### src/rtl/uart_rx_frame_pkg.sv
// Shared types and default constants for the UART receive path.
package uart_pkg;

    typedef enum logic [1:0] {
        IDLE,
        START,
        DATA,
        STOP
    } rx_state_t;

    // 100 MHz clock, matches the system transmitter's bit period
    localparam int UART_CLKS_PER_BIT = 10418;
    // Idle bit-times after which a partially received frame is dropped
    localparam int UART_TIMEOUT_BITS = 20;

endpackage

### src/rtl/uart_rx_frame_sampler.sv
// Line front end: 2-FF synchronizer, start-edge detect and bit sampler.
// With UART_RX_MAJORITY_EN defined, sample_bit is the 2-of-3 vote of the
// synchronized line over three consecutive clocks, centred one clock back.
module uart_rx_sampler
    import uart_pkg::*;
(
    input  logic clk,
    input  logic rst,
    input  logic rxd_i,
    output logic rxd_sync,
    output logic start_edge,
    output logic sample_bit
);

    logic sync1_reg;
    logic sync2_reg;
    logic prev_reg;

    // Synchronizer plus one history flop for edge detection; idle level is 1
    always_ff @(posedge clk or posedge rst) begin
        if (rst) begin
            sync1_reg <= 1'b1;
            sync2_reg <= 1'b1;
            prev_reg  <= 1'b1;
        end else begin
            sync1_reg <= rxd_i;
            sync2_reg <= sync1_reg;
            prev_reg  <= sync2_reg;
        end
    end

    assign rxd_sync   = sync2_reg;
    assign start_edge = prev_reg & ~sync2_reg;

`ifdef UART_RX_MAJORITY_EN
    logic prev2_reg;

    // Second history flop, only needed for the three-point vote
    always_ff @(posedge clk or posedge rst) begin
        if (rst) begin
            prev2_reg <= 1'b1;
        end else begin
            prev2_reg <= prev_reg;
        end
    end

    assign sample_bit = (sync2_reg & prev_reg) | (sync2_reg & prev2_reg) | (prev_reg & prev2_reg);
`else
    assign sample_bit = sync2_reg;
`endif

endmodule

### src/rtl/uart_rx_frame.sv
// 8N1 UART receiver that gathers CHAR_NR bytes into one parallel frame,
// first byte in the top bits. Optional macro UART_RX_MAJORITY_EN selects
// 3-point majority sampling (all pulses then move one clock later).
module uart_rx_frame
    import uart_pkg::*;
#(
    parameter int CHAR_NR      = 8,
    parameter int CLKS_PER_BIT = UART_CLKS_PER_BIT,
    parameter int TIMEOUT_BITS = UART_TIMEOUT_BITS
) (
    input  logic                 clk,
    input  logic                 rst,
    input  logic                 rxd_i,
    input  logic                 clr_i,
    output logic [7:0]           char_o,
    output logic                 char_valid_o,
    output logic [CHAR_NR*8-1:0] char_array_o,
    output logic                 char_array_valid_o,
    output logic                 busy_o,
    output logic                 frame_err_o
);

    localparam int CW = $clog2(CLKS_PER_BIT);
    localparam int TW = $clog2(TIMEOUT_BITS * CLKS_PER_BIT + 1);
    localparam int IW = (CHAR_NR > 1) ? $clog2(CHAR_NR) : 1;
`ifdef UART_RX_MAJORITY_EN
    // One extra clock so the vote window is centred on the nominal point
    localparam int START_WAIT = CLKS_PER_BIT / 2;
`else
    localparam int START_WAIT = CLKS_PER_BIT / 2 - 1;
`endif
    localparam logic [CW-1:0] START_LOAD = CW'(START_WAIT);
    localparam logic [CW-1:0] BIT_LOAD   = CW'(CLKS_PER_BIT - 1);
    localparam logic [TW-1:0] TMO_LIMIT  = TW'(TIMEOUT_BITS * CLKS_PER_BIT);
    localparam logic [IW-1:0] IDX_LAST   = IW'(CHAR_NR - 1);

    logic rxd_sync;
    logic start_edge;
    logic sample_bit;

    uart_rx_sampler u_sampler (
        .clk        (clk),
        .rst        (rst),
        .rxd_i      (rxd_i),
        .rxd_sync   (rxd_sync),
        .start_edge (start_edge),
        .sample_bit (sample_bit)
    );

    rx_state_t            state_reg, state_next;
    logic [CW-1:0]        cnt_reg, cnt_next;
    logic [2:0]           bits_reg, bits_next;
    logic [7:0]           data_reg, data_next;
    logic [IW-1:0]        idx_reg, idx_next;
    logic [TW-1:0]        tmo_reg, tmo_next;
    logic [7:0]           char_reg, char_next;
    logic [CHAR_NR*8-1:0] array_reg, array_next;
    logic                 cv_reg, cv_next;
    logic                 av_reg, av_next;
    logic                 fe_reg, fe_next;
    logic                 byte_ok;
    logic [CHAR_NR*8-1:0] frame_next;

    // Next-state, counters and output pulses; clear overrides everything
    always_comb begin
        state_next = state_reg;
        cnt_next   = cnt_reg;
        bits_next  = bits_reg;
        data_next  = data_reg;
        idx_next   = idx_reg;
        tmo_next   = tmo_reg;
        char_next  = char_reg;
        array_next = array_reg;
        cv_next    = 1'b0;
        av_next    = 1'b0;
        fe_next    = 1'b0;
        byte_ok    = 1'b0;
        if (clr_i) begin
            state_next = IDLE;
            cnt_next   = '0;
            bits_next  = '0;
            idx_next   = '0;
            tmo_next   = '0;
            char_next  = '0;
            array_next = '0;
        end else begin
            case (state_reg)
                IDLE: begin
                    // start_edge already implies a low line; the check keeps the qualifier explicit
                    if (start_edge && !rxd_sync) begin
                        state_next = START;
                        cnt_next   = START_LOAD;
                        tmo_next   = '0;
                    end else if (idx_reg != '0) begin
                        if (tmo_reg == TMO_LIMIT) begin
                            idx_next = '0;
                            tmo_next = '0;
                        end else begin
                            tmo_next = tmo_reg + TW'(1);
                        end
                    end else begin
                        tmo_next = '0;
                    end
                end
                START: begin
                    if (cnt_reg == '0) begin
                        if (sample_bit) begin
                            state_next = IDLE;      // false start
                        end else begin
                            state_next = DATA;
                            cnt_next   = BIT_LOAD;
                            bits_next  = '0;
                        end
                    end else begin
                        cnt_next = cnt_reg - CW'(1);
                    end
                end
                DATA: begin
                    if (cnt_reg == '0) begin
                        data_next = {sample_bit, data_reg[7:1]};
                        cnt_next  = BIT_LOAD;
                        if (bits_reg == 3'd7) begin
                            state_next = STOP;
                        end else begin
                            bits_next = bits_reg + 3'd1;
                        end
                    end else begin
                        cnt_next = cnt_reg - CW'(1);
                    end
                end
                STOP: begin
                    if (cnt_reg == '0) begin
                        state_next = IDLE;
                        if (sample_bit) begin
                            byte_ok   = 1'b1;
                            cv_next   = 1'b1;
                            char_next = data_reg;
                            if (idx_reg == IDX_LAST) begin
                                av_next    = 1'b1;
                                array_next = frame_next;
                                idx_next   = '0;
                            end else begin
                                idx_next = idx_reg + IW'(1);
                            end
                        end else begin
                            fe_next  = 1'b1;
                            idx_next = '0;
                        end
                    end else begin
                        cnt_next = cnt_reg - CW'(1);
                    end
                end
                default: state_next = IDLE;
            endcase
        end
    end

    // State, counter and output registers
    always_ff @(posedge clk or posedge rst) begin
        if (rst) begin
            state_reg <= IDLE;
            cnt_reg   <= '0;
            bits_reg  <= '0;
            data_reg  <= '0;
            idx_reg   <= '0;
            tmo_reg   <= '0;
            char_reg  <= '0;
            array_reg <= '0;
            cv_reg    <= 1'b0;
            av_reg    <= 1'b0;
            fe_reg    <= 1'b0;
        end else begin
            state_reg <= state_next;
            cnt_reg   <= cnt_next;
            bits_reg  <= bits_next;
            data_reg  <= data_next;
            idx_reg   <= idx_next;
            tmo_reg   <= tmo_next;
            char_reg  <= char_next;
            array_reg <= array_next;
            cv_reg    <= cv_next;
            av_reg    <= av_next;
            fe_reg    <= fe_next;
        end
    end

    // Byte slots of the partial frame; the last slot comes straight from data_reg
    genvar gi;
    generate
        for (gi = 0; gi < CHAR_NR; gi++) begin : g_slot
            if (gi == CHAR_NR - 1) begin : g_last
                assign frame_next[(CHAR_NR-1-gi)*8 +: 8] = data_reg;
            end else begin : g_mid
                logic [7:0] slot_reg;
                // Capture the accepted byte into the slot its index points at
                always_ff @(posedge clk or posedge rst) begin
                    if (rst) begin
                        slot_reg <= '0;
                    end else if (byte_ok && idx_reg == IW'(gi)) begin
                        slot_reg <= data_reg;
                    end
                end
                assign frame_next[(CHAR_NR-1-gi)*8 +: 8] = slot_reg;
            end
        end
    endgenerate

    assign char_o             = char_reg;
    assign char_valid_o       = cv_reg;
    assign char_array_o       = array_reg;
    assign char_array_valid_o = av_reg;
    assign frame_err_o        = fe_reg;
    assign busy_o             = (state_reg != IDLE) || (idx_reg != '0);

endmodule

### config.mk
export PLATFORM = sky130hd
export DESIGN_NAME = uart_rx_frame
export DESIGN_NICKNAME = d
export VERILOG_FILES = /design/src/rtl/uart_rx_frame_pkg.sv /design/src/rtl/uart_rx_frame_sampler.sv /design/src/rtl/uart_rx_frame.sv
export SDC_FILE = /design/constraint.sdc
export NUM_CORES = 1
export LEC_CHECK = 0
export ABC_CLOCK_PERIOD_IN_PS = 9050
export BUFFER_PORTS_ARGS = -buffer_cell sky130_fd_sc_hd__buf_2
export CORE_MARGIN = 2
export CORE_UTILIZATION = 63
export DETAILED_ROUTE_END_ITERATION = 8
export PLACE_DENSITY = 0.88
export SLEW_MARGIN = 15
export SYNTH_ARGS = -nofsm -noshare
export SYNTH_HDL_FRONTEND = slang
export SYNTH_HIERARCHICAL = 1
export SYNTH_SLANG_ARGS = --single-unit
### constraint.sdc
create_clock -name clk -period 9.05 [get_ports clk]
set_input_delay 1.81 -clock clk [delete_from_list [all_inputs] [get_ports clk]]
set_output_delay 1.81 -clock clk [all_outputs]
set_load 0.005 [all_outputs]
After elaboration in Yosys (flattened, before gate mapping)

Index checks and enable logic that the tools add are counted.

Register bits: 182
Input bits: 4
Output and inout bits: 76

Add/sub/neg operators: 4
Equality and inequality tests: 24
Multiplexer cells: 56
Bitwise operators: 3
Reductions and logical operators: 29

Operators by type and width:

| operator                | count |
|---|---|
| $mux W64                | 5 |
| $mux W18                | 5 |
| $mux W14                | 6 |
| $pmux W14 S4            | 1 |
| $mux W3                 | 12 |
| $ne A3 B3 Y1 const B    | 11 |
| $mux W8                 | 4 |
| $add A18 B1 Y18 const B | 1 |
| $eq A18 B18 Y1 const B  | 1 |
| $eq A3 B3 Y1 const B    | 5 |
| $reduce_and A5 Y1       | 3 |
| $logic_not A14 Y1       | 1 |
| $mux W2                 | 7 |
| $sub A14 B1 Y14 const B | 1 |
| $mux W1                 | 13 |
| $pmux W3 S2             | 2 |
| $reduce_bool A2 Y1      | 6 |
| $reduce_and A3 Y1       | 3 |
| $reduce_bool A3 Y1      | 3 |
| $logic_and A1 B1 Y1     | 8 |
| $pmux W2 S4             | 1 |
| $add A3 B1 Y3 const B   | 2 |
| $eq A3 B2 Y1 const B    | 2 |
| $eq A2 B2 Y1 const B    | 2 |
| other kinds (10)        | 11 |

Depth between registers and ports, before layout

Gate-level depths: netlist (run 1).

Depth after elaboration: 6
Depth in mapped cells: 10

By module

The synthesis (run 1) kept the hierarchy.

By module, submodules not included:

| module          | times used | cells an instance | area each (sq um) |
|---|---|---|---|
| uart_rx_frame   | 1          | 637               | 7,647.3 |
| uart_rx_sampler | 1          | 6                 | 103.8 |

Least setup slack after synthesis (run 1)

Ideal clock, no wire load.

Kind: input to register
From: in clr_i
To: reg g_slot[1].g_mid.slot_reg[0]
Setup time: 0.125 ns
Arrival: 3.095 ns
Required time: 8.925 ns
Path slack: 5.830 ns
Stages: 4
Cells stage by stage: clkbuf_1 -> nor4_4 -> nand3_2 -> mux2_2

Longest elaborated chain between the ends: 2

RTL lines:

| element              | RTL line             | source |
|---|---|---|
| start, declared      | uart_rx_frame.sv:14  | `input logic clr_i,` |
| $mux W1              | uart_rx_frame.sv:78  | `if (clr_i) begin` |
| $logic_and A1 B1 Y1  | uart_rx_frame.sv:199 | `end else if (byte_ok && idx_reg == IW'(gi)) begin` |
| end signal, assigned | uart_rx_frame.sv:200 | `slot_reg <= data_reg;` |
| end, declared        | uart_rx_frame.sv:194 | `logic [7:0] slot_reg;` |

Every way passes these cells.
A chain may end at the register's enable or synchronous reset.

Final worst setup path (run 1)

From: reg cnt_reg[0]
To: reg array_reg[49], in the netlist char_array_o[49]

Longest elaborated chain between the ends: 3

RTL lines:

| element                             | RTL line             | source |
|---|---|---|
| start, declared                     | uart_rx_frame.sv:51  | `logic [CW-1:0] cnt_reg, cnt_next;` |
| start signal, assigned              | uart_rx_frame.sv:174 | `cnt_reg <= cnt_next;` |
| $logic_not A14 Y1                   | uart_rx_frame.sv:132 | `if (cnt_reg == '0) begin` |
| $reduce_bool A2 Y1 (no source line) | --                   |  |
| $reduce_and A4 Y1 (no source line)  | --                   |  |
| end signal, assigned                | uart_rx_frame.sv:180 | `array_reg <= array_next;` |
| end, declared                       | uart_rx_frame.sv:57  | `logic [CHAR_NR*8-1:0] array_reg, array_next;` |

Every way passes these cells.

==> results.json, run 1 <==
{
  "timing.critical_path.slowest_cell_delay_ns": 1.05,
  "layout.cells.non_filler": 866,
  "synth-warning-count": 6,
  "synthArstFlopShare_pct": 100,
  "detail_route.drc_violations": 0,
  "max-slew-margin-rel_pct": 28.0,
  "final.hold.worst_slack_ns": 0.358,
  "wl_met1_mm": 7.19,
  "initial_utilization_pct": 64.5,
  "floorplan.io_pins": 80,
  "cts_resized": 0,
  "p_r_area_growth_vs_syn_pct": 14.3,
  "die_height_um": 115,
  "clock_tree.htree_level_count": 4,
  "initialDrtViolationCount": 521,
  "layout.nets": 726,
  "post_synth_xor_area_fraction_pct": 1.47,
  "viasPerCell": 6.23,
  "power_switching_uw": 494,
  "min_to": "u_sampler/rxd_sync",
  "period_minus_slack_ns": 3.99,
  "worst_path_cell_trace": "inv_1 -> ha_1 -> nor4b_1 -> nand4_1 -> nor2_1 -> and3_2 -> a22o_1",
  "numPlacedInstances": 834,
  "register_area_sq_mm": 0.00456,
  "outcome": "complete, no violations",
  "timing.reg2reg.worst_path_depth": 7,
  "synth-seq-cells": 182,
  "max_cap_violations": 0,
  "netSwitchingFraction_pct": 26.3,
  "top_signal_layer_used": "met4",
  "timing.reg2reg.setup_slack_ns": 5.06,
  "timing.setup.critical_path_class": "reg2reg",
  "cellPowerDensity_mw_per_mm2": 212,
  "gr_usage_total_pct": 26.8,
  "hold-path-cell-count": 0,
  "fraction_of_final_layout_cells_sized_beyond_drive_strength_1_pct": 27.5,
  "dominant_combinational_cell_family_by_area_after_synthesis": "compound AO/OA/AOI/OAI gates",
  "drt_first_pass_iters": 5,
  "clk_pin_slew_ns": 0.07,
  "synth_enable_flop_cells": 0,
  "filler_cell_count": 766,
  "chipWidth_um": 115,
  "syn-cell-area_sq_mm": 0.00775,
  "gp_congestion": 0.850,
  "timing_max_transition_violations_final": 0,
  "place.port_buffers": 79,
  "dr_wl_met3_um": 890,
  "synthCells": 643,
  "grt_pass1_wl_mm": 27.5,
  "clock-sinks": 182,
  "synthSimpleGateAreaFrac_pct": 10.4,
  "core_area_sq_mm": 0.0120,
  "rsz0062_at_grt": "false",
  "grt_pass1_vias": 5404,
  "clock-skew-final_ns": 0.00750,
  "antenna_cells": 0,
  "wirelength_mm": 17.1,
  "tritoncts": "yes",
  "via_count": 5396,
  "critical_path.endpoint_type": "flip-flop",
  "met2_wirelength_mm": 8.66,
  "postCtsHoldBufs": 0,
  "placement_rows": 40,
  "worst_hold_path_type": "reg2reg",
  "setup-tns-final_ns": 0,
  "tightestPinTransition_ns": 1.08,
  "maximum_vdd_drop_v": 0.000112,
  "syn_nets": 663,
  "cp_max_fo": 58,
  "antenna_found_initial": 0,
  "synth_compound_gate_area_share_pct": 13.7,
  "cellLeakagePower_uw": 0.00452,
  "yosysTopAreaCell": "sky130_fd_sc_hd__dfrtp_1",
  "die_area_sq_mm": 0.0132,
  "synth_ff_type": "sky130_fd_sc_hd__dfrtp_1",
  "internal_power_uw": 1380,
  "clockRootBuffer": "sky130_fd_sc_hd__clkbuf_16",
  "worst_r2r_endpoint": "char_array_o[49]",
  "grt_max_degree": 115,
  "total_power_uw": 1880,
  "cpMaxStageDelayCell": "sky130_fd_sc_hd__and3_2",
  "setup_buffers_after_cts": 0,
  "rr_startpoint": "cnt_reg[0]",
  "comb_power_share_pct": 12.7,
  "cts-root-to-sink-buffers": 2,
  "multiInputGateArea_sq_mm": 0.00298,
  "worst_ep_arrival_time_ns": 4.35,
  "multiplexer_area_fraction_after_synthesis_pct": 10.1,
  "wl_per_cell_um": 19.7,
  "cts_buf_count": 17,
  "synth-seq-area-share_pct": 58.8,
  "worst-endpoint-required_ns": 9.41,
  "clock_insertion_delay_worst_skew_ns": 0.43,
  "flip_flop_count_of_the_largest_register_after_layout": 64,
  "final-setup-viol-count": 0,
  "grt_remaining_overflow": 0,
  "synth.lib_cells_used.distinct": 52,
  "share_seq_of_total_power_pct": 45.0,
  "fmaxAchievable_mhz": 251,
  "final_hold_viol_count": 0,
  "final_period_util_pct": 44.1,
  "yosys.area_share.adder_pct": 2.58,
  "hp-start": "u_sampler/sync1_reg",
  "timing.critical_path.from_type": "flip-flop",
  "synthDominantCellAreaShare_pct": 57.8,
  "ant_nets": 0,
  "avgSynthCellArea_sq_um": 12.1,
  "dp_hpwl_mm": 10.6,
  "synthTopCellsByArea": "sky130_fd_sc_hd__dfrtp_1, sky130_fd_sc_hd__mux2_2, sky130_fd_sc_hd__a22o_1",
  "clock_power_share_pct": 42.3
}
[cell usage in the layout, fill, tap and decap left out, types with 4 or more instances in the layout]
cell,netlist,routed
sky130_fd_sc_hd__or3_1,7,7
sky130_fd_sc_hd__mux2_2,68,68
sky130_fd_sc_hd__bufinv_16,0,4
sky130_fd_sc_hd__o21ai_0,20,20
sky130_fd_sc_hd__nand2b_1,4,4
sky130_fd_sc_hd__inv_1,19,18
sky130_fd_sc_hd__a22o_1,59,59
sky130_fd_sc_hd__ha_1,16,16
sky130_fd_sc_hd__and3_1,10,9
sky130_fd_sc_hd__nand3_1,13,13
sky130_fd_sc_hd__xnor2_1,7,7
sky130_fd_sc_hd__clkbuf_16,0,17
sky130_fd_sc_hd__nor4_1,4,4
sky130_fd_sc_hd__nand4_1,9,9
sky130_fd_sc_hd__nand2_1,48,48
sky130_fd_sc_hd__a31oi_1,6,6
sky130_fd_sc_hd__nor2_1,32,32
sky130_fd_sc_hd__a21oi_1,37,36
sky130_fd_sc_hd__xor2_1,6,6
sky130_fd_sc_hd__buf_2,3,79
sky130_fd_sc_hd__dfrtp_1,179,179
sky130_fd_sc_hd__nand3_2,5,5
sky130_fd_sc_hd__nor3_1,6,6
sky130_fd_sc_hd__a21o_1,8,8
[how the worst max path moves through the flow]
stage	cells past startpoint	start	slack (ns)	end
finish	7	cnt_reg[0]	5.06	char_array_o[49]
global placement	4	clr_i	5.32	char_array_o[53]
CTS	7	cnt_reg[0]	5.13	char_array_o[11]
global route	7	cnt_reg[0]	4.74	char_array_o[49]
detailed placement	7	cnt_reg[0]	5.20	char_array_o[49]
floorplan	1	rst	2.38	bits_reg[0]
[Yosys cell counts, types with 2 or more instances]
cell                       count
sky130_fd_sc_hd__a21o_1        8
sky130_fd_sc_hd__a21oi_1      37
sky130_fd_sc_hd__a22o_1       59
sky130_fd_sc_hd__a31oi_1       6
sky130_fd_sc_hd__a41oi_1       2
sky130_fd_sc_hd__and3_1       10
sky130_fd_sc_hd__buf_2         3
sky130_fd_sc_hd__clkbuf_1     33
sky130_fd_sc_hd__dfrtp_1     179
sky130_fd_sc_hd__dfstp_2       3
sky130_fd_sc_hd__ha_1         16
sky130_fd_sc_hd__inv_1        19
sky130_fd_sc_hd__mux2_2       68
sky130_fd_sc_hd__mux2i_1       2
sky130_fd_sc_hd__nand2_1      48
sky130_fd_sc_hd__nand2_2       2
sky130_fd_sc_hd__nand2b_1      4
sky130_fd_sc_hd__nand3_1      13
sky130_fd_sc_hd__nand3_2       5
sky130_fd_sc_hd__nand4_1       9
sky130_fd_sc_hd__nor2_1       32
sky130_fd_sc_hd__nor2b_1       2
sky130_fd_sc_hd__nor3_1        6
sky130_fd_sc_hd__nor4_1        4
sky130_fd_sc_hd__nor4b_1       3
sky130_fd_sc_hd__o21ai_0      20
sky130_fd_sc_hd__o21bai_1      3
sky130_fd_sc_hd__o31ai_1       2
sky130_fd_sc_hd__o32ai_1       3
sky130_fd_sc_hd__o41ai_1       2
sky130_fd_sc_hd__or3_1         7
sky130_fd_sc_hd__or4_1         2
sky130_fd_sc_hd__xnor2_1       7
sky130_fd_sc_hd__xor2_1        6
[layer usage]
layer	global-route usage, %	up-vias
met5	0	-
met4	11.4	0
met3	6.06	37
met2	43.5	202
met1	35.2	2719
li1	-	2438
[kinds of logic (layout without fill, tap and decap cells)]
logic type      Yosys count  in the layout
simple gates            155            155
xor+xnor                 13             13
buf+inv                  57            133
fa+ha+maj                16             16
mux                      70             70
compound gates          150            150
flops                   182            182
[power by group through the flow]
stage / clock [uW] / combinational (uW) / sequential (uW)
after global routing: 838 / 264 / 848
final: 794 / 239 / 846
after global placement: 0 / 222 / 858
after CTS: 803 / 234 / 845
after floorplan: 0 / 186 / 854
after detailed placement: 0 / 231 / 860
[stage by stage]
| stage | setup WS, ns | util [%] | cell area, sq um |
|---|---|---|---|
| 2_1_floorplan | 2.38 | - | 7750 |
| 5_1_grt | 4.74 | 73.8 | 8860 |
| 4_1_cts | 5.13 | 73.8 | 8860 |
| 3_5_place_dp | 5.20 | 68.4 | 8220 |
| 3_3_place_gp | 5.32 | 68.4 | 8220 |
| 6_report | 5.06 | 73.8 | 8860 |
[layout make-up]
class | count | area share [%]
clock buffers | 21 | 5.31
clock inverters | 11 | 1.93
inverters | 19 | 0.861
multi-input cells | 404 | 33.7
flip-flops and latches | 182 | 51.4
well taps | 147 | 2.08
repair buffers | 82 | 4.72
[worst max-delay path: cells and delay by family, from the launching register on]
family / cells / cell delay [ns]
AND/OR/NAND/NOR: 4 / 2.91
adder cells (fa/ha/maj): 1 / 0.21
buffers and inverters: 1 / 0.07
AO/OA/AOI/OAI: 1 / 0.28
flip-flops: 1 / 0.41
(Power assumes the default switching activity.)
==> inputs of run 2 (changes only) <==
--- a/config.mk
+++ b/config.mk
@@ -5,12 +5,12 @@
 export SDC_FILE = /design/constraint.sdc
 export NUM_CORES = 1
 export LEC_CHECK = 0
-export ABC_CLOCK_PERIOD_IN_PS = 9050
+export ABC_CLOCK_PERIOD_IN_PS = 4100
 export BUFFER_PORTS_ARGS = -buffer_cell sky130_fd_sc_hd__buf_2
 export CORE_MARGIN = 2
-export CORE_UTILIZATION = 63
+export CORE_UTILIZATION = 59
 export DETAILED_ROUTE_END_ITERATION = 8
-export PLACE_DENSITY = 0.88
+export PLACE_DENSITY = 0.84
 export SLEW_MARGIN = 15
 export SYNTH_ARGS = -nofsm -noshare
 export SYNTH_HDL_FRONTEND = slang
==> constraint.sdc (replaced) <==
create_clock -name clk -period 4.1 [get_ports clk]
set_input_delay 0.82 -clock clk [delete_from_list [all_inputs] [get_ports clk]]
set_output_delay 0.82 -clock clk [all_outputs]
set_load 0.005 [all_outputs]
==> run 2 against run 1 <==
Effect of this change: clock power up 100%; core utilization down 3.7 points; final area up 0.59%; cell count up 3.3%; sequential cell count unchanged; via count up 2.4%; setup slack worse by 4.0 ns; fmax up 31%; global-route usage down 1.4 points; sequential share of layout area down 0.30 points; first-iteration DRC count down 2.7%; routed wire length down 0.64%; critical endpoint is now char_array_o[50]; highest routed layer unchanged.
==> results.json, run 2 (same netlist as run 1, synthesis figures left out) <==
{
  "outcome": "complete, no violations",
  "final_period_util_pct": 74.1,
  "gr_usage_total_pct": 25.5,
  "comb_power_share_pct": 13.4,
  "wl_per_cell_um": 19.0,
  "chipWidth_um": 119,
  "wirelength_mm": 17.0,
  "clk_pin_slew_ns": 0.07,
  "tritoncts": "yes",
  "cp_max_fo": 57,
  "grt_pass1_vias": 5528,
  "fmaxAchievable_mhz": 329,
  "initialDrtViolationCount": 507,
  "mostFrequentLayoutCells": "sky130_fd_sc_hd__dfrtp_1, sky130_fd_sc_hd__buf_2, sky130_fd_sc_hd__mux2_2",
  "initial_utilization_pct": 60.9,
  "cp_top_family": "simple AND/OR/NAND/NOR gates",
  "gp_congestion": 0.870,
  "clockRootBuffer": "sky130_fd_sc_hd__clkbuf_16",
  "cts-root-to-sink-buffers": 2,
  "rsz0062_at_grt": "false",
  "clock-skew-final_ns": 0.00883,
  "grt_remaining_overflow": 0,
  "viasPerCell": 6.17,
  "final_common_cell": "sky130_fd_sc_hd__dfrtp_1",
  "timing.critical_path.slowest_cell_delay_ns": 0.51,
  "place.port_buffers": 79,
  "grt_pass1_wl_mm": 28.3,
  "cellLeakagePower_uw": 0.00452,
  "fraction_of_final_layout_cells_sized_beyond_drive_strength_1_pct": 27.7,
  "floorplan.io_pins": 80,
  "period_minus_slack_ns": 3.04,
  "critPathMostFrequentCell": "sky130_fd_sc_hd__buf_4",
  "die_area_sq_mm": 0.0141,
  "grt_max_degree": 76,
  "power_switching_uw": 1090,
  "via_count": 5524,
  "postCtsHoldBufs": 0,
  "detail_route.drc_violations": 0,
  "critical_path.endpoint_type": "flip-flop",
  "setup-tns-final_ns": 0,
  "clock_power_share_pct": 40.2,
  "worst-endpoint-required_ns": 4.41,
  "worst_path_cell_trace": "inv_1 -> ha_1 -> nor4b_1 -> nand4_1 -> nor2_1 -> buf_4 -> a21oi_4 -> buf_4 -> a22o_1",
  "max_cap_violations": 0,
  "clock_insertion_delay_worst_skew_ns": 0.43,
  "dp_hpwl_mm": 11.2,
  "clock-sinks": 182,
  "max-slew-margin-rel_pct": 48.5,
  "drt_first_pass_iters": 5,
  "cts_buf_count": 17,
  "placement_rows": 41,
  "worst_ep_arrival_time_ns": 3.35,
  "setup_buffers_after_cts": 0,
  "tightestPinTransition_ns": 0.773,
  "timing.critical_path.from_type": "flip-flop",
  "ant_nets": 0,
  "p_r_area_growth_vs_syn_pct": 15.0,
  "netSwitchingFraction_pct": 27.2,
  "worst_hold_path_type": "in2async",
  "cellPowerDensity_mw_per_mm2": 451,
  "placed_area_sq_mm": 0.00831,
  "cts_resized": 0,
  "share_seq_of_total_power_pct": 46.4,
  "startpoint": "cnt_reg[0]",
  "path_buf_inv": 3,
  "maximum_vdd_drop_v": 0.000231,
  "timing.setup.critical_path_class": "reg2reg",
  "final-setup-viol-count": 0,
  "antenna_found_initial": 0,
  "internal_power_uw": 2920,
  "final_design_area_no_fill_sq_mm": 0.00891,
  "layout.nets": 730,
  "final_hold_viol_count": 0,
  "clock_tree.htree_level_count": 4,
  "flip_flop_count_of_the_largest_register_after_layout": 64,
  "filler_cell_count": 878,
  "core_area_sq_mm": 0.0127,
  "cpMaxStageDelayCell": "sky130_fd_sc_hd__nand4_1",
  "timing_max_transition_violations_final": 0,
  "rr_startpoint": "cnt_reg[0]",
  "antenna_cells": 0,
  "die_height_um": 119
}
## run 2: cell types whose count changed in the layout (fill, tap and decap cells not counted), sizes merged
cell	delta
clkinv	-2
bufinv	-2
clkinvlp	+2
clkbuf	+1
buf	+4
inv	+1
## run 2: worst reg2reg max path: cells and delay by family (launching register included)
kind / cells / cell delay (ns)
AND/OR/NAND/NOR: 3 / 1.19
buffers and inverters: 3 / 0.67
AO/OA/AOI/OAI: 2 / 0.43
flip-flops: 1 / 0.41
adder cells (fa/ha/maj): 1 / 0.23
## run 2: area by class of cell
cell class / count / area, sq um / share of cell area [%]
Clock buffer: 22 / 464 / 5.21
Clock inverter: 10 / 120 / 1.35
Inverter: 19 / 75.1 / 0.842
Multi-Input combinational cell: 404 / 2980 / 33.5
Sequential cell: 182 / 4560 / 51.1
Tap cell: 172 / 215 / 2.41
Timing Repair Buffer: 86 / 498 / 5.59
## run 2: routing by layer
layer	track usage (%)	part of all wire (%)	up-vias
li1	-	-	2467
met1	32.6	40	2804
met2	42.0	52	220
met3	6.13	6.3	33
met4	9.97	1.7	0
met5	0	0	-
## run 2: final timing paths
check                                              end  slack, ns  depth (start not counted)
max in group asynchronous  g_slot[3].g_mid.slot_reg[1]       2.82                          4
min reg2reg                         u_sampler/rxd_sync       0.37                          0
min                                        cnt_reg[11]       0.36                          2
min in group clk                    u_sampler/rxd_sync       0.37                          0
max                                   char_array_o[50]       1.06                          9
max reg2reg                           char_array_o[50]       1.06                          9
## run 2: power by group through the flow
stage	clock, uW	combinational, uW	sequential [uW]
6_report	1610	538	1870
5_1_grt	1720	590	1870
4_1_cts	1640	524	1860
3_5_place_dp	0	520	1900
3_3_place_gp	0	500	1890
2_1_floorplan	0	411	1880
## run 2: metrics by stage
stage	cells	worst slack (ns)	power, uW	hold WS [ns]	util [%]
6_report	895	1.06	4020	0.361	70.1
2_1_floorplan	643	0.985	2300	0.345	-
5_1_grt	895	0.928	4180	0.358	70.1
3_3_place_gp	862	1.25	2390	0.348	65.3
4_1_cts	894	1.11	4030	0.367	69.9
3_5_place_dp	862	1.12	2420	0.353	65.3
==> inputs of run 3 (changes only) <==
--- a/config.mk
+++ b/config.mk
@@ -5,12 +5,12 @@
 export SDC_FILE = /design/constraint.sdc
 export NUM_CORES = 1
 export LEC_CHECK = 0
-export ABC_CLOCK_PERIOD_IN_PS = 4100
+export ABC_CLOCK_PERIOD_IN_PS = 2500
 export BUFFER_PORTS_ARGS = -buffer_cell sky130_fd_sc_hd__buf_2
 export CORE_MARGIN = 2
-export CORE_UTILIZATION = 59
+export CORE_UTILIZATION = 53
 export DETAILED_ROUTE_END_ITERATION = 8
-export PLACE_DENSITY = 0.84
+export PLACE_DENSITY = 0.8
 export SLEW_MARGIN = 15
 export SYNTH_ARGS = -nofsm -noshare
 export SYNTH_HDL_FRONTEND = slang
==> constraint.sdc (replaced) <==
create_clock -name clk -period 2.5 [get_ports clk]
set_input_delay 0.5 -clock clk [delete_from_list [all_inputs] [get_ports clk]]
set_output_delay 0.5 -clock clk [all_outputs]
set_load 0.005 [all_outputs]
==> run 3 against run 2 <==
Effect of this change: total power rose by 70%; setup slack lost 1.1 ns; global-route usage shrank 2.5 points; final area increased by 2.6%; fmax rose by 22%; critical endpoint is now g_slot[6].g_mid.slot_reg[7]; largest cell class unchanged; largest power group unchanged.
==> results.json, run 3 (same netlist as run 1, synthesis figures left out) <==
{
  "die_area_sq_mm": 0.0156,
  "netSwitchingFraction_pct": 26.9,
  "initial_utilization_pct": 53.7,
  "clock-sinks": 182,
  "grt_pass1_wl_mm": 28.5,
  "period_minus_slack_ns": 2.49,
  "final_hold_viol_count": 0,
  "cp_max_fo": 8,
  "max-slew-margin-rel_pct": 56.3,
  "timing.reg2reg.setup_slack_ns": 0.01,
  "power_switching_uw": 1840,
  "chipWidth_um": 125,
  "grt_max_degree": 100,
  "filler_cell_count": 1069,
  "cellLeakagePower_uw": 0.00463,
  "cellPowerDensity_mw_per_mm2": 748,
  "final_common_cell": "sky130_fd_sc_hd__dfrtp_1",
  "antenna_found_initial": 0,
  "cp_top_family": "simple AND/OR/NAND/NOR gates",
  "viasPerCell": 5.95,
  "antenna_cells": 0,
  "internal_power_uw": 5000,
  "hold-path-cell-count": 1,
  "path_buf_inv": 2,
  "initialDrtViolationCount": 565,
  "numPlacedInstances": 892,
  "tritoncts": "yes",
  "rsz0062_at_grt": "true",
  "flip_flop_count_of_the_largest_register_after_layout": 64,
  "final_period_util_pct": 99.6,
  "tightestPinTransition_ns": 0.650,
  "timing_max_transition_violations_final": 0,
  "clock_power_share_pct": 39.9,
  "cts_buf_count": 17,
  "outcome": "complete, no violations",
  "layout.nets": 750,
  "placed_area_sq_mm": 0.00850,
  "min_to": "u_sampler/sync1_reg",
  "final-setup-viol-count": 0,
  "placement_rows": 44,
  "clockRootBuffer": "sky130_fd_sc_hd__clkbuf_16",
  "gr_usage_total_pct": 22.9,
  "ant_nets": 0,
  "layout.cells.non_filler": 925,
  "timing.critical_path.slowest_cell_delay_ns": 0.46,
  "via_count": 5500,
  "worst_hold_path_type": "in2reg",
  "register_area_sq_mm": 0.00456,
  "mostFrequentLayoutCells": "sky130_fd_sc_hd__dfrtp_1, sky130_fd_sc_hd__buf_2, sky130_fd_sc_hd__mux2_2",
  "rr_startpoint": "cnt_reg[1]",
  "worst-endpoint-required_ns": 2.81,
  "hp-start": "rxd_i",
  "worst_r2r_endpoint": "g_slot[6].g_mid.slot_reg[7]",
  "clock-skew-final_ns": 0.00720,
  "clock_tree.htree_level_count": 4,
  "maximum_vdd_drop_v": 0.000502,
  "multiInputGateArea_sq_mm": 0.00301,
  "timing.critical_path.from_type": "flip-flop",
  "detail_route.drc_violations": 0,
  "fmaxAchievable_mhz": 402,
  "wirelength_mm": 17.1,
  "final_design_area_no_fill_sq_mm": 0.00914,
  "clock_insertion_delay_worst_skew_ns": 0.43,
  "core_area_sq_mm": 0.0144,
  "worst_ep_arrival_time_ns": 2.80,
  "wl_per_cell_um": 18.5,
  "timing.setup.critical_path_class": "reg2reg",
  "fraction_of_final_layout_cells_sized_beyond_drive_strength_1_pct": 30.2,
  "setup-tns-final_ns": 0,
  "timing.reg2reg.worst_path_depth": 8,
  "critical_path.endpoint_type": "flip-flop",
  "dp_hpwl_mm": 11.4,
  "p_r_area_growth_vs_syn_pct": 17.9,
  "worst_path_cell_trace": "inv_1 -> ha_2 -> or4b_4 -> or3_4 -> nor4_4 -> buf_4 -> nand3_2 -> mux2_2",
  "max_cap_violations": 0,
  "clk_pin_slew_ns": 0.06,
  "drt_first_pass_iters": 5,
  "grt_pass1_vias": 5481,
  "comb_power_share_pct": 15.4,
  "timing.critical_path.depth": 8,
  "gp_congestion": 0.860,
  "grt_remaining_overflow": 0,
  "share_seq_of_total_power_pct": 44.7,
  "cpMaxStageDelayCell": "sky130_fd_sc_hd__or4b_4",
  "die_height_um": 125,
  "floorplan.io_pins": 80,
  "cts-root-to-sink-buffers": 2,
  "place.port_buffers": 79
}
==> run 3: worst register-to-register path, stage by stage, from the launching register on <==
cell	delay [ns]
sky130_fd_sc_hd__dfrtp_1	0.39
sky130_fd_sc_hd__inv_1	0.06
sky130_fd_sc_hd__ha_2	0.17
sky130_fd_sc_hd__or4b_4	0.46
sky130_fd_sc_hd__or3_4	0.39
sky130_fd_sc_hd__nor4_4	0.16
sky130_fd_sc_hd__buf_4	0.18
sky130_fd_sc_hd__nand3_2	0.22
sky130_fd_sc_hd__mux2_2	0.36
==> run 3: worst max path at each step <==
stage / start / end
after floorplan: rst / bits_reg[0]
after global placement: cnt_reg[0] / g_slot[6].g_mid.slot_reg[4]
after detailed placement: cnt_reg[0] / g_slot[6].g_mid.slot_reg[4]
after CTS: cnt_reg[0] / g_slot[6].g_mid.slot_reg[7]
after global routing: cnt_reg[1] / g_slot[6].g_mid.slot_reg[7]
final: cnt_reg[1] / g_slot[6].g_mid.slot_reg[7]
==> run 3: power groups by stage <==
stage               Clock (uW)  Combinational (uW)  Sequential, uW
floorplan                    0                 698            3090
global placement             0                 976            3100
detailed placement           0                1000            3110
CTS                       2760                1020            3050
global route              2890                1150            3060
finish                    2730                1050            3060
==> run 3: repair_timing <==
action / in CTS / in global routing
hold endpoints to repair: 1 / 0
buffers inserted: 0 / 2
endpoints found under the setup margin: 5 / 117
gates resized for setup: 0 / 3
hold buffers: 1 / 0
==> run 3: area by class of cell <==
cell class                 count  area share [%]
inverter                      19           0.821
tap                          184            2.52
clock inverter                11            1.64
multi-input combinational    404            33.0
sequential                   182            49.9
timing repair buffer         106            7.25
clock buffer                  19            4.95
==> run 3: through the flow <==
stage                     utilization [%]  setup slack [ns]  hold slack [ns]  total power, uW
after CTS                            63.2           -0.0140            0.163             6830
final                                63.4           0.00998            0.176             6840
after global placement               58.9            0.0447            0.346             4080
after global routing                 63.4            -0.109            0.161             7100
after floorplan                         -            -0.295            0.345             3790
after detailed placement             58.9          -0.00201            0.353             4110
==> run 3: routing by layer <==
layer  vias up  routed length [um]  track usage (%)  part of all wire [%]
li1       2499                   -                -                     -
met1      2774                7360             30.6                    43
met2       193                8530             37.7                    50
met3        34                 879             4.71                   5.1
met5         -                   0                0                     0
met4         0                 337             8.24                   2.0
